==> config.mk <==
export PLATFORM = sky130hd
export DESIGN_NAME = cpu_fetch_sequencer_flat
export DESIGN_NICKNAME = d
export VERILOG_FILES = /design/src/rtl/cpu_fetch_sequencer_if.sv /design/src/rtl/cpu_fetch_sequencer.sv /design/src/flat_wrapper.sv
export SDC_FILE = /design/constraint.sdc
export NUM_CORES = 1
export LEC_CHECK = 0
export BUFFER_PORTS_ARGS = -buffer_cell sky130_fd_sc_hd__buf_2
export CAP_MARGIN = 20
export CORE_AREA = 2 2 84 70
export DETAILED_ROUTE_END_ITERATION = 7
export DIE_AREA = 0 0 86 72
export PLACE_DENSITY = 0.8
export SLEW_MARGIN = 40
export SYNTH_ARGS = -nofsm -noshare
export SYNTH_HDL_FRONTEND = slang
export SYNTH_SLANG_ARGS = --single-unit
==> constraint.sdc <==
create_clock -name clk -period 2.9 [get_ports clk]
set_clock_uncertainty 0.15 [all_clocks]
set_input_delay 0 -clock clk [delete_from_list [all_inputs] [get_ports clk]]
set_output_delay 0 -clock clk [all_outputs]
set_load 0.01 [all_outputs]
==> src/rtl/cpu_fetch_sequencer_if.sv <==
`default_nettype none
// ============================================================================
// cpu_fetch_sequencer_if : byte-wide fetch bus, redirect/halt control and
//                          decoder valid/ready handshake for the fetch sequencer
// Revision: 1.0
// ============================================================================
interface cpu_fetch_sequencer_if #(
  parameter int ADDR_WIDTH = 16,
  parameter int DATA_WIDTH = 8,
  parameter int WORD_BYTES = 2
) ();
  logic [ADDR_WIDTH-1:0]            address_bus;
  logic [DATA_WIDTH-1:0]            data_bus;
  logic                             r;
  logic                             mem_ready;
  logic                             redirect;
  logic [ADDR_WIDTH-1:0]            redirect_pc;
  logic                             halt_req;
  logic                             instr_valid;
  logic                             instr_ready;
  logic [DATA_WIDTH*WORD_BYTES-1:0] instr_word;
  logic [ADDR_WIDTH-1:0]            instr_pc;
  logic                             halted;
  logic                             bus_fault;

  modport master (
    output address_bus, r, instr_valid, instr_word, instr_pc, halted, bus_fault,
    input  data_bus, mem_ready, redirect, redirect_pc, halt_req, instr_ready
  );

  modport slave (
    input  address_bus, r, instr_valid, instr_word, instr_pc, halted, bus_fault,
    output data_bus, mem_ready, redirect, redirect_pc, halt_req, instr_ready
  );
endinterface
`default_nettype wire

==> src/rtl/cpu_fetch_sequencer.sv <==
`default_nettype none
// ============================================================================
// cpu_fetch_sequencer : multi-beat instruction fetch with wait-state timeout,
//                       branch redirect and halt at instruction boundaries
// Revision: 1.0
// ============================================================================
module cpu_fetch_sequencer #(
  parameter int                    ADDR_WIDTH = 16,
  parameter int                    DATA_WIDTH = 8,
  parameter int                    WORD_BYTES = 2,
  parameter logic [ADDR_WIDTH-1:0] RESET_PC   = '0,
  parameter int                    MAX_WAIT   = 15
) (
  input  wire logic              clk,
  input  wire logic              reset,
  cpu_fetch_sequencer_if.master  fetch
);

  localparam int BEAT_W = (WORD_BYTES > 1) ? $clog2(WORD_BYTES) : 1;
  localparam int WAIT_W = (MAX_WAIT > 0) ? $clog2(MAX_WAIT + 1) : 1;
  localparam logic [BEAT_W-1:0] BEAT_LAST = BEAT_W'(WORD_BYTES - 1);
  localparam logic [WAIT_W-1:0] WAIT_LAST = WAIT_W'((MAX_WAIT > 0) ? MAX_WAIT - 1 : 0);

  typedef enum logic [2:0] {
    START  = 3'd0,
    BUS    = 3'd1,
    VALID  = 3'd2,
    HALTED = 3'd3,
    FAULT  = 3'd4
  } state_t;

  state_t                           r_state;
  logic [ADDR_WIDTH-1:0]            r_pc;
  logic [BEAT_W-1:0]                r_beat;
  logic [WAIT_W-1:0]                r_wait_cnt;
  logic [DATA_WIDTH*WORD_BYTES-1:0] r_word;
  logic [ADDR_WIDTH-1:0]            r_instr_pc;

  always_ff @(posedge clk) begin
    if (reset) begin
      r_state    <= START;
      r_pc       <= RESET_PC;
      r_beat     <= '0;
      r_wait_cnt <= '0;
      r_word     <= '0;
      r_instr_pc <= RESET_PC;
    end else begin
      unique case (r_state)
        START: begin
          if (fetch.redirect) begin
            r_pc    <= fetch.redirect_pc;
            r_state <= START;
          end else if (fetch.halt_req) begin
            r_state <= HALTED;
          end else begin
            r_instr_pc <= r_pc;
            r_beat     <= '0;
            r_wait_cnt <= '0;
            r_state    <= BUS;
          end
        end
        BUS: begin
          // A redirect abandons the partial word; the stale slots are simply overwritten later.
          if (fetch.redirect) begin
            r_pc    <= fetch.redirect_pc;
            r_state <= START;
          end else if (fetch.mem_ready) begin
            r_word[int'(r_beat)*DATA_WIDTH +: DATA_WIDTH] <= fetch.data_bus;
            r_pc       <= r_pc + 1'b1;
            r_wait_cnt <= '0;
            if (r_beat == BEAT_LAST) r_state <= VALID;
            else                     r_beat  <= r_beat + 1'b1;
          end else begin
            r_wait_cnt <= r_wait_cnt + 1'b1;
            if (MAX_WAIT != 0 && r_wait_cnt == WAIT_LAST) r_state <= FAULT;
          end
        end
        VALID: begin
          if (fetch.redirect) begin
            r_pc    <= fetch.redirect_pc;
            r_state <= START;
          end else if (fetch.instr_ready) begin
            r_state <= START;
          end
        end
        HALTED: begin
          if (fetch.redirect) r_pc <= fetch.redirect_pc;
          if (!fetch.halt_req) r_state <= START;
        end
        FAULT: begin
          r_state <= FAULT;
        end
        default: begin
          r_state <= START;
        end
      endcase
    end
  end

  // Status outputs come straight from the state register, so they never glitch on inputs.
  assign fetch.address_bus = r_pc;
  assign fetch.r           = (r_state == BUS);
  assign fetch.instr_valid = (r_state == VALID);
  assign fetch.halted      = (r_state == HALTED);
  assign fetch.bus_fault   = (r_state == FAULT);
  assign fetch.instr_word  = r_word;
  assign fetch.instr_pc    = r_instr_pc;

endmodule
`default_nettype wire

==> src/flat_wrapper.sv <==
// flat-port wrapper written by rule: the top's interface ports become plain ports
module cpu_fetch_sequencer_flat 
#(
  parameter int                    ADDR_WIDTH = 16,
  parameter int                    DATA_WIDTH = 8,
  parameter int                    WORD_BYTES = 2,
  parameter logic [ADDR_WIDTH-1:0] RESET_PC   = '0,
  parameter int                    MAX_WAIT   = 15
)
  (clk, reset, fetch_address_bus, fetch_r, fetch_instr_valid, fetch_instr_word, fetch_instr_pc, fetch_halted, fetch_bus_fault, fetch_data_bus, fetch_mem_ready, fetch_redirect, fetch_redirect_pc, fetch_halt_req, fetch_instr_ready);
  cpu_fetch_sequencer_if #(.ADDR_WIDTH(ADDR_WIDTH), .DATA_WIDTH(DATA_WIDTH), .WORD_BYTES(WORD_BYTES)) fetch_i ();
  input  wire logic clk;
  input  wire logic reset;
  output wire logic [$bits(fetch_i.address_bus)-1:0] fetch_address_bus;
  output wire logic [$bits(fetch_i.r)-1:0] fetch_r;
  output wire logic [$bits(fetch_i.instr_valid)-1:0] fetch_instr_valid;
  output wire logic [$bits(fetch_i.instr_word)-1:0] fetch_instr_word;
  output wire logic [$bits(fetch_i.instr_pc)-1:0] fetch_instr_pc;
  output wire logic [$bits(fetch_i.halted)-1:0] fetch_halted;
  output wire logic [$bits(fetch_i.bus_fault)-1:0] fetch_bus_fault;
  input wire logic [$bits(fetch_i.data_bus)-1:0] fetch_data_bus;
  input wire logic [$bits(fetch_i.mem_ready)-1:0] fetch_mem_ready;
  input wire logic [$bits(fetch_i.redirect)-1:0] fetch_redirect;
  input wire logic [$bits(fetch_i.redirect_pc)-1:0] fetch_redirect_pc;
  input wire logic [$bits(fetch_i.halt_req)-1:0] fetch_halt_req;
  input wire logic [$bits(fetch_i.instr_ready)-1:0] fetch_instr_ready;
  assign fetch_address_bus = fetch_i.address_bus;
  assign fetch_r = fetch_i.r;
  assign fetch_instr_valid = fetch_i.instr_valid;
  assign fetch_instr_word = fetch_i.instr_word;
  assign fetch_instr_pc = fetch_i.instr_pc;
  assign fetch_halted = fetch_i.halted;
  assign fetch_bus_fault = fetch_i.bus_fault;
  assign fetch_i.data_bus = fetch_data_bus;
  assign fetch_i.mem_ready = fetch_mem_ready;
  assign fetch_i.redirect = fetch_redirect;
  assign fetch_i.redirect_pc = fetch_redirect_pc;
  assign fetch_i.halt_req = fetch_halt_req;
  assign fetch_i.instr_ready = fetch_instr_ready;
  cpu_fetch_sequencer #(.ADDR_WIDTH(ADDR_WIDTH), .DATA_WIDTH(DATA_WIDTH), .WORD_BYTES(WORD_BYTES), .RESET_PC(RESET_PC), .MAX_WAIT(MAX_WAIT)) u_core (.clk(clk), .reset(reset), .fetch(fetch_i));
endmodule
## After elaboration in Yosys (flattened, before gate mapping)

Cells that the tools add are included.

- $add $sub $neg: 4
- Multipliers: 0
- Divide/modulo/power cells: 0
- $lt $le $gt $ge: 0
- Equality and inequality tests: 15
- Shift operators: 2
- Muxes and demuxes: 26
- Bitwise logic cells: 2
- Reductions and logical operators: 10

Operator list:

| operator | number |
|---|---|
| two-way mux 16 bit | 3 |
| negator 4 -> 33 bit | 1 |
| variable shift 8 x 33 -> 16 bit (first input constant) | 1 |
| variable part select 8 x 33 -> 16 bit | 1 |
| one-hot mux 16 bit (2 select lines) | 1 |
| two-way mux 3 bit | 8 |
| adder 16 x 1 -> 16 bit (second input constant) | 1 |
| bitwise mux 16 bit | 1 |
| two-way mux 4 bit | 4 |
| one-hot mux 3 bit (5 select lines) | 1 |
| AND reduction 3 bit | 3 |
| != test 2 bit (second input constant) | 4 |
| one-hot mux 4 bit (2 select lines) | 1 |
| AND reduction 4 bit | 2 |
| equality test 3 x 2 -> 1 bit (second input constant) | 2 |
| != test 3 x 1 -> 1 bit (second input constant) | 2 |
| two-way mux 1 bit | 5 |
| AND reduction 5 bit | 1 |
| adder 4 x 1 -> 4 bit (second input constant) | 1 |
| equality test 4 bit (second input constant) | 1 |
| != test 2 x 1 -> 1 bit (second input constant) | 2 |
| != test 4 x 1 -> 1 bit (second input constant) | 1 |
| != test 4 x 2 -> 1 bit (second input constant) | 1 |
| nonzero test 2 bit | 2 |
| other kinds (8) | 9 |

- Flip-flop bits (word level): 56
- Latch bits: 0
- Memory bits (writable): 0
- ROM bits: 0
- Bits of input ports: 30
- Output and inout bits: 52
- Logic and storage cells: 65
- Memories: 0

## Logic depth before layout (Yosys ltp)

- Depth after elaboration: 5
- Gate-level depth with buffers: 8
- Gate-level depth less buffers: 7

## Worst setup path after synthesis

Ideal clock, no wire load.

- Path kind: register to register
- From: reg u_core.r_state[2]
- To: reg u_core.r_instr_pc[10] (netlist: u_core.fetch.instr_pc[10])
- Setup time: 0.132 ns
- Arrival: 1.558 ns
- Data required time: 2.618 ns
- Slack: 1.060 ns
- Stages on the path, launching flop included: 7
- Path buffers: 2
- Clock period less this slack: 1.840 ns
- Cell sequence: dfxtp_1 > or4_1 > or2_2 > clkbuf_1 > buf_2 > nand2_1 > a21oi_1

- Longest elaborated chain between the ends: 2

Ends and longest elaborated chain:

| what | line | text |
|---|---|---|
| start: declaration | cpu_fetch_sequencer.sv:32 | `state_t r_state;` |
| start signal: assignment | cpu_fetch_sequencer.sv:41 | `r_state <= START;` |
| start signal: assignment | cpu_fetch_sequencer.sv:52 | `r_state <= START;` |
| start signal: assignment | cpu_fetch_sequencer.sv:54 | `r_state <= HALTED;` |
| zero test 3 bit | cpu_fetch_sequencer.sv:48 | `unique case (r_state)` |
| AND reduction 3 bit (no source line) | -- |  |
| end signal: assignment | cpu_fetch_sequencer.sv:56 | `r_instr_pc <= r_pc;` |
| end: declaration | cpu_fetch_sequencer.sv:37 | `logic [ADDR_WIDTH-1:0] r_instr_pc;` |

No other way between the ends.
A chain may end at the register's enable or synchronous reset.

## Worst setup path after layout

- From: reg u_core.r_state[0]
- To: reg u_core.r_word[5] (netlist: u_core.fetch.instr_word[5])

- Longest elaborated chain between the ends: 2

Ends and longest elaborated chain:

| what | line | text |
|---|---|---|
| equality test 3 x 1 -> 1 bit | cpu_fetch_sequencer.sv:48 |  |
| AND reduction 3 bit (no source line) | -- |  |
| end signal: indexed assignment | cpu_fetch_sequencer.sv:68 | `r_word[int'(r_beat)*DATA_WIDTH +: DATA_WIDTH] <= fetch.data_bus;` |
| end: declaration | cpu_fetch_sequencer.sv:36 | `logic [DATA_WIDTH*WORD_BYTES-1:0] r_word;` |

No other way between the ends.

==> impl_metrics.csv <==
group,metric,value,unit
finish,layout.nets,459,
yosys,syn-num-nets,352,
yosys,synthArstFlopShare,0,
sta,tns,0,ns
worst_setup_path,cp_top_family,"buffers and inverters",
sta,setup_viol_count_final,0,
detailed_routing,first_pass_iters,5,
min_path,min_from,"fetch_redirect_pc[11]",
worst_setup_path,worstSetupPathType,"reg2reg",
cts,cts.path.max_buffers,2,
cts,clock-root-buffer,"clkbuf_8",
sta,worstMarginPinSlew,0.569,ns
yosys,synth-edff-count,0,
power_and_ir_drop,p_sw,0.000443,W
worst_setup_path,worstRegToRegCells,7,
power_and_ir_drop,clkPwrFrac,0.278,
power_and_ir_drop,ir_drop,0.241,mV
sta,fmax,0.364,GHz
detailed_routing,drc_errors,0,
finish,utilization,0.653,
cts,htree_levels,2,
worst_setup_path,slowest_delay,0.57,ns
cts,cts_tree,"yes",
yosys,syn_inst,319,
die,fp.dieW,86,um
yosys,ys_ff_latch,56,
grt,grt_pass1_vias,2533,
grt,grt-ovfl-total,0,
finish,diodes,0,
sta,final.period_utilization,0.948,
worst_setup_path,crit_slowest_cell,"or3_1",
die,core,0.00532,mm2
power_and_ir_drop,p_sw_frac,0.281,
power_and_ir_drop,power.leakage,1.60,nW
worst_setup_path,rr_endpoint,"u_core.fetch.instr_word[5]",
power_and_ir_drop,pwr-share-comb,0.180,
detailed_routing,vias_per_cell,5.46,
worst_setup_path,worstPathCellList,"nand2_4, o31a_1, buf_4, or3_1, mux2i_1, nor2_1, dlygate4sd3_1",
detailed_routing,vias,2684,
finish,area_delta_synth_final,33.1,%
sta,fin_ws,0.150,ns
sta,min_period,2.75,ns
yosys,ys_seq_area_frac,0.430,
sta,rsz0062_at_grt,"no",
worst_setup_path,r2r_slack,0.15,ns
cts,cts_buffers,5,
worst_setup_path,crit_required,2.95,ns
die,die_y,72,um
power_and_ir_drop,intPower,0.00113,W
worst_setup_path,end_kind,"flop",
placed_design,post-place-ws,0.703,ns
yosys,synth_cell_types,45,
cts,clk_latency,0.30,ns
grt,grt_util_all_layers,0.230,
die,start_util,0.491,
detailed_routing,drt_iter0_drc,131,
finish,drive_above_1_share,0.241,
worst_setup_path,crit_path_max_fanout,18,
die,rows,24,
min_path,hold_class,"in2reg",
detailed_routing,routedWlPerCell,14.4,um
run,max-cap-violations,0,
placed_design,hpwlAfterDp,4.44,mm
cts,cts.sinks,56,
finish,fillers,458,
worst_setup_path,start_kind,"flop",
sta,hold_violations,0,
yosys,yosys_warnings,0,
grt,grt_max_degree,33,
worst_setup_path,rr_startpoint,"u_core.r_state[0]",
die,design.die.area,0.00619,mm2
yosys,synth.avg_cell_area,8.18,um2
die,num_io_pins,82,
yosys,syn-cell-area,0.00261,mm2
cts,path_clk_slew,0.10,ns
min_path,hold_depth,4,
status,status,"finished clean",
detailed_routing,routed_wirelength,7.08,mm
grt,grt_pass1_wl,11.6,mm
detailed_routing,detail-route-antenna-nets,0,
placed_design,gp_congestion,0.792,
worst_setup_path,path_buf_inv,2,
sta,drv_slew,0,
min_path,holdPathEnd,"u_core.fetch.address_bus[11]",
sta,relSlewSlack,0.618,
placed_design,port_buffers,81,
grt,antenna_found_initial,0,
power_and_ir_drop,p_total,0.00158,W
power_and_ir_drop,p_seq_frac,0.542,
worst_setup_path,crit_arrival,2.79,ns
power_and_ir_drop,power_per_cell_area,454,mW/mm2
yosys,synthFlopType,"dfxtp_1",
[power by group through the flow]
stage	Sequential, W	Combinational [W]	Clock (W)
2_1_floorplan	0.000867	0.000160	0
3_3_place_gp	0.000869	0.000241	0
3_5_place_dp	0.000871	0.000245	0
4_1_cts	0.000853	0.000280	0.000447
5_1_grt	0.000860	0.000316	0.000478
6_report	0.000855	0.000283	0.000439
[worst register-to-register path, cell delays in order (launching register included)]
cell	delay, ns
dfxtp_1	0.54
nand2_4	0.10
o31a_1	0.24
buf_4	0.19
or3_1	0.57
mux2i_1	0.23
nor2_1	0.06
dlygate4sd3_1	0.57
[cells in the mapped netlist (4+ instances only)]
cell,count,area [um2]
a21oi_1,35,175
a31oi_1,4,25.0
buf_2,5,25.0
clkbuf_1,13,48.8
dfxtp_1,56,1120
inv_1,8,30.0
mux2i_1,16,160
nand2_1,50,188
nand2b_1,5,31.3
nand3_1,5,25.0
nand4_1,6,37.5
nor2_1,31,116
nor2b_1,4,25.0
nor3_1,8,40.0
o21ai_0,15,75.1
o31a_1,4,35.0
o32ai_1,4,35.0
or3_1,4,25.0
[registers in the layout, indices dropped and copies added (netlist names)]
register                  cells
u_core.r_wait_cnt             4
u_core.fetch.instr_pc        16
u_core.r_beat                 1
u_core.fetch.address_bus     16
u_core.r_state                3
u_core.fetch.instr_word      16
[what timing repair did]
| item | CTS | global route |
|---|---|---|
| hold buffers | 35 | 0 |
| setup buffers | 0 | 0 |
| hold endpoints to repair | 37 | 0 |
| resized for setup | 0 | 1 |
| setup endpoints to repair | 0 | 1 |
[cells in the final DEF (no fill, tap or decap), types with 4 or more instances in the layout]
cell type | synthesis | final
buf_2 | 5 | 81
dfxtp_1 | 56 | 56
nand2_1 | 50 | 50
dlygate4sd3_1 | 0 | 35
a21oi_1 | 35 | 34
nor2_1 | 31 | 31
mux2i_1 | 16 | 16
o21ai_0 | 15 | 15
inv_1 | 8 | 8
nor3_1 | 8 | 8
nand4_1 | 6 | 6
clkbuf_8 | 0 | 6
buf_4 | 1 | 6
nand2b_1 | 5 | 5
nand3_1 | 5 | 5
o32ai_1 | 4 | 4
nor2b_1 | 4 | 4
a31oi_1 | 4 | 4
o31a_1 | 4 | 4
or3_1 | 4 | 4
[kinds of logic (layout without fill, tap and decap cells)]
| logic type | Yosys count | after routing | synth area share |
|---|---|---|---|
| AOI/OAI and AO/OA | 78 | 78 | 0.184 |
| adders and majority gates | 3 | 3 | 0.0144 |
| muxes | 16 | 16 | 0.0614 |
| xor gates and xnor gates | 3 | 3 | 0.0101 |
| buffers and inverters | 30 | 138 | 0.0556 |
| and+or+nand+nor | 133 | 133 | 0.245 |
| DFF | 56 | 56 | 0.430 |
[cell type report]
type                       instances  area, um2  share of cell area
inverter                           8       30.0             0.00865
clock buffer                       8       90.1              0.0259
timing repair buffer             122        801               0.231
multi-input combinational        233       1350               0.389
sequential                        56       1120               0.323
tap                               65       81.3              0.0234
[stage by stage]
step	hold slack, ns	instance area, um2	instances
2_1_floorplan	-0.00606	2610	319
3_3_place_gp	0.0979	3030	449
3_5_place_dp	0.108	3030	449
4_1_cts	0.0139	3470	492
5_1_grt	0.0516	3470	492
6_report	0.0258	3470	492
[worst max-delay path by stage]
stage                 startpoint                    endpoint  slack [ns]  cells after the start
6_report       u_core.r_state[0]  u_core.fetch.instr_word[5]        0.15                      7
4_1_cts        u_core.r_state[0]  u_core.fetch.instr_word[5]        0.17                      7
2_1_floorplan  u_core.r_state[2]   u_core.fetch.instr_pc[10]        1.06                      6
3_5_place_dp   u_core.r_state[0]  u_core.fetch.instr_word[4]        0.70                      6
3_3_place_gp   u_core.r_state[0]  u_core.fetch.instr_word[7]        0.80                      6
5_1_grt        u_core.r_state[2]  u_core.fetch.instr_word[5]        0.01                      7
[per-layer routing]
metal | routed length, um | global-route usage
met5 | 0 | 0
met4 | 51 | 0.0494
met3 | 406 | 0.0592
met2 | 3450 | 0.403
met1 | 3170 | 0.286
Power figures use the tool's default switching activity.
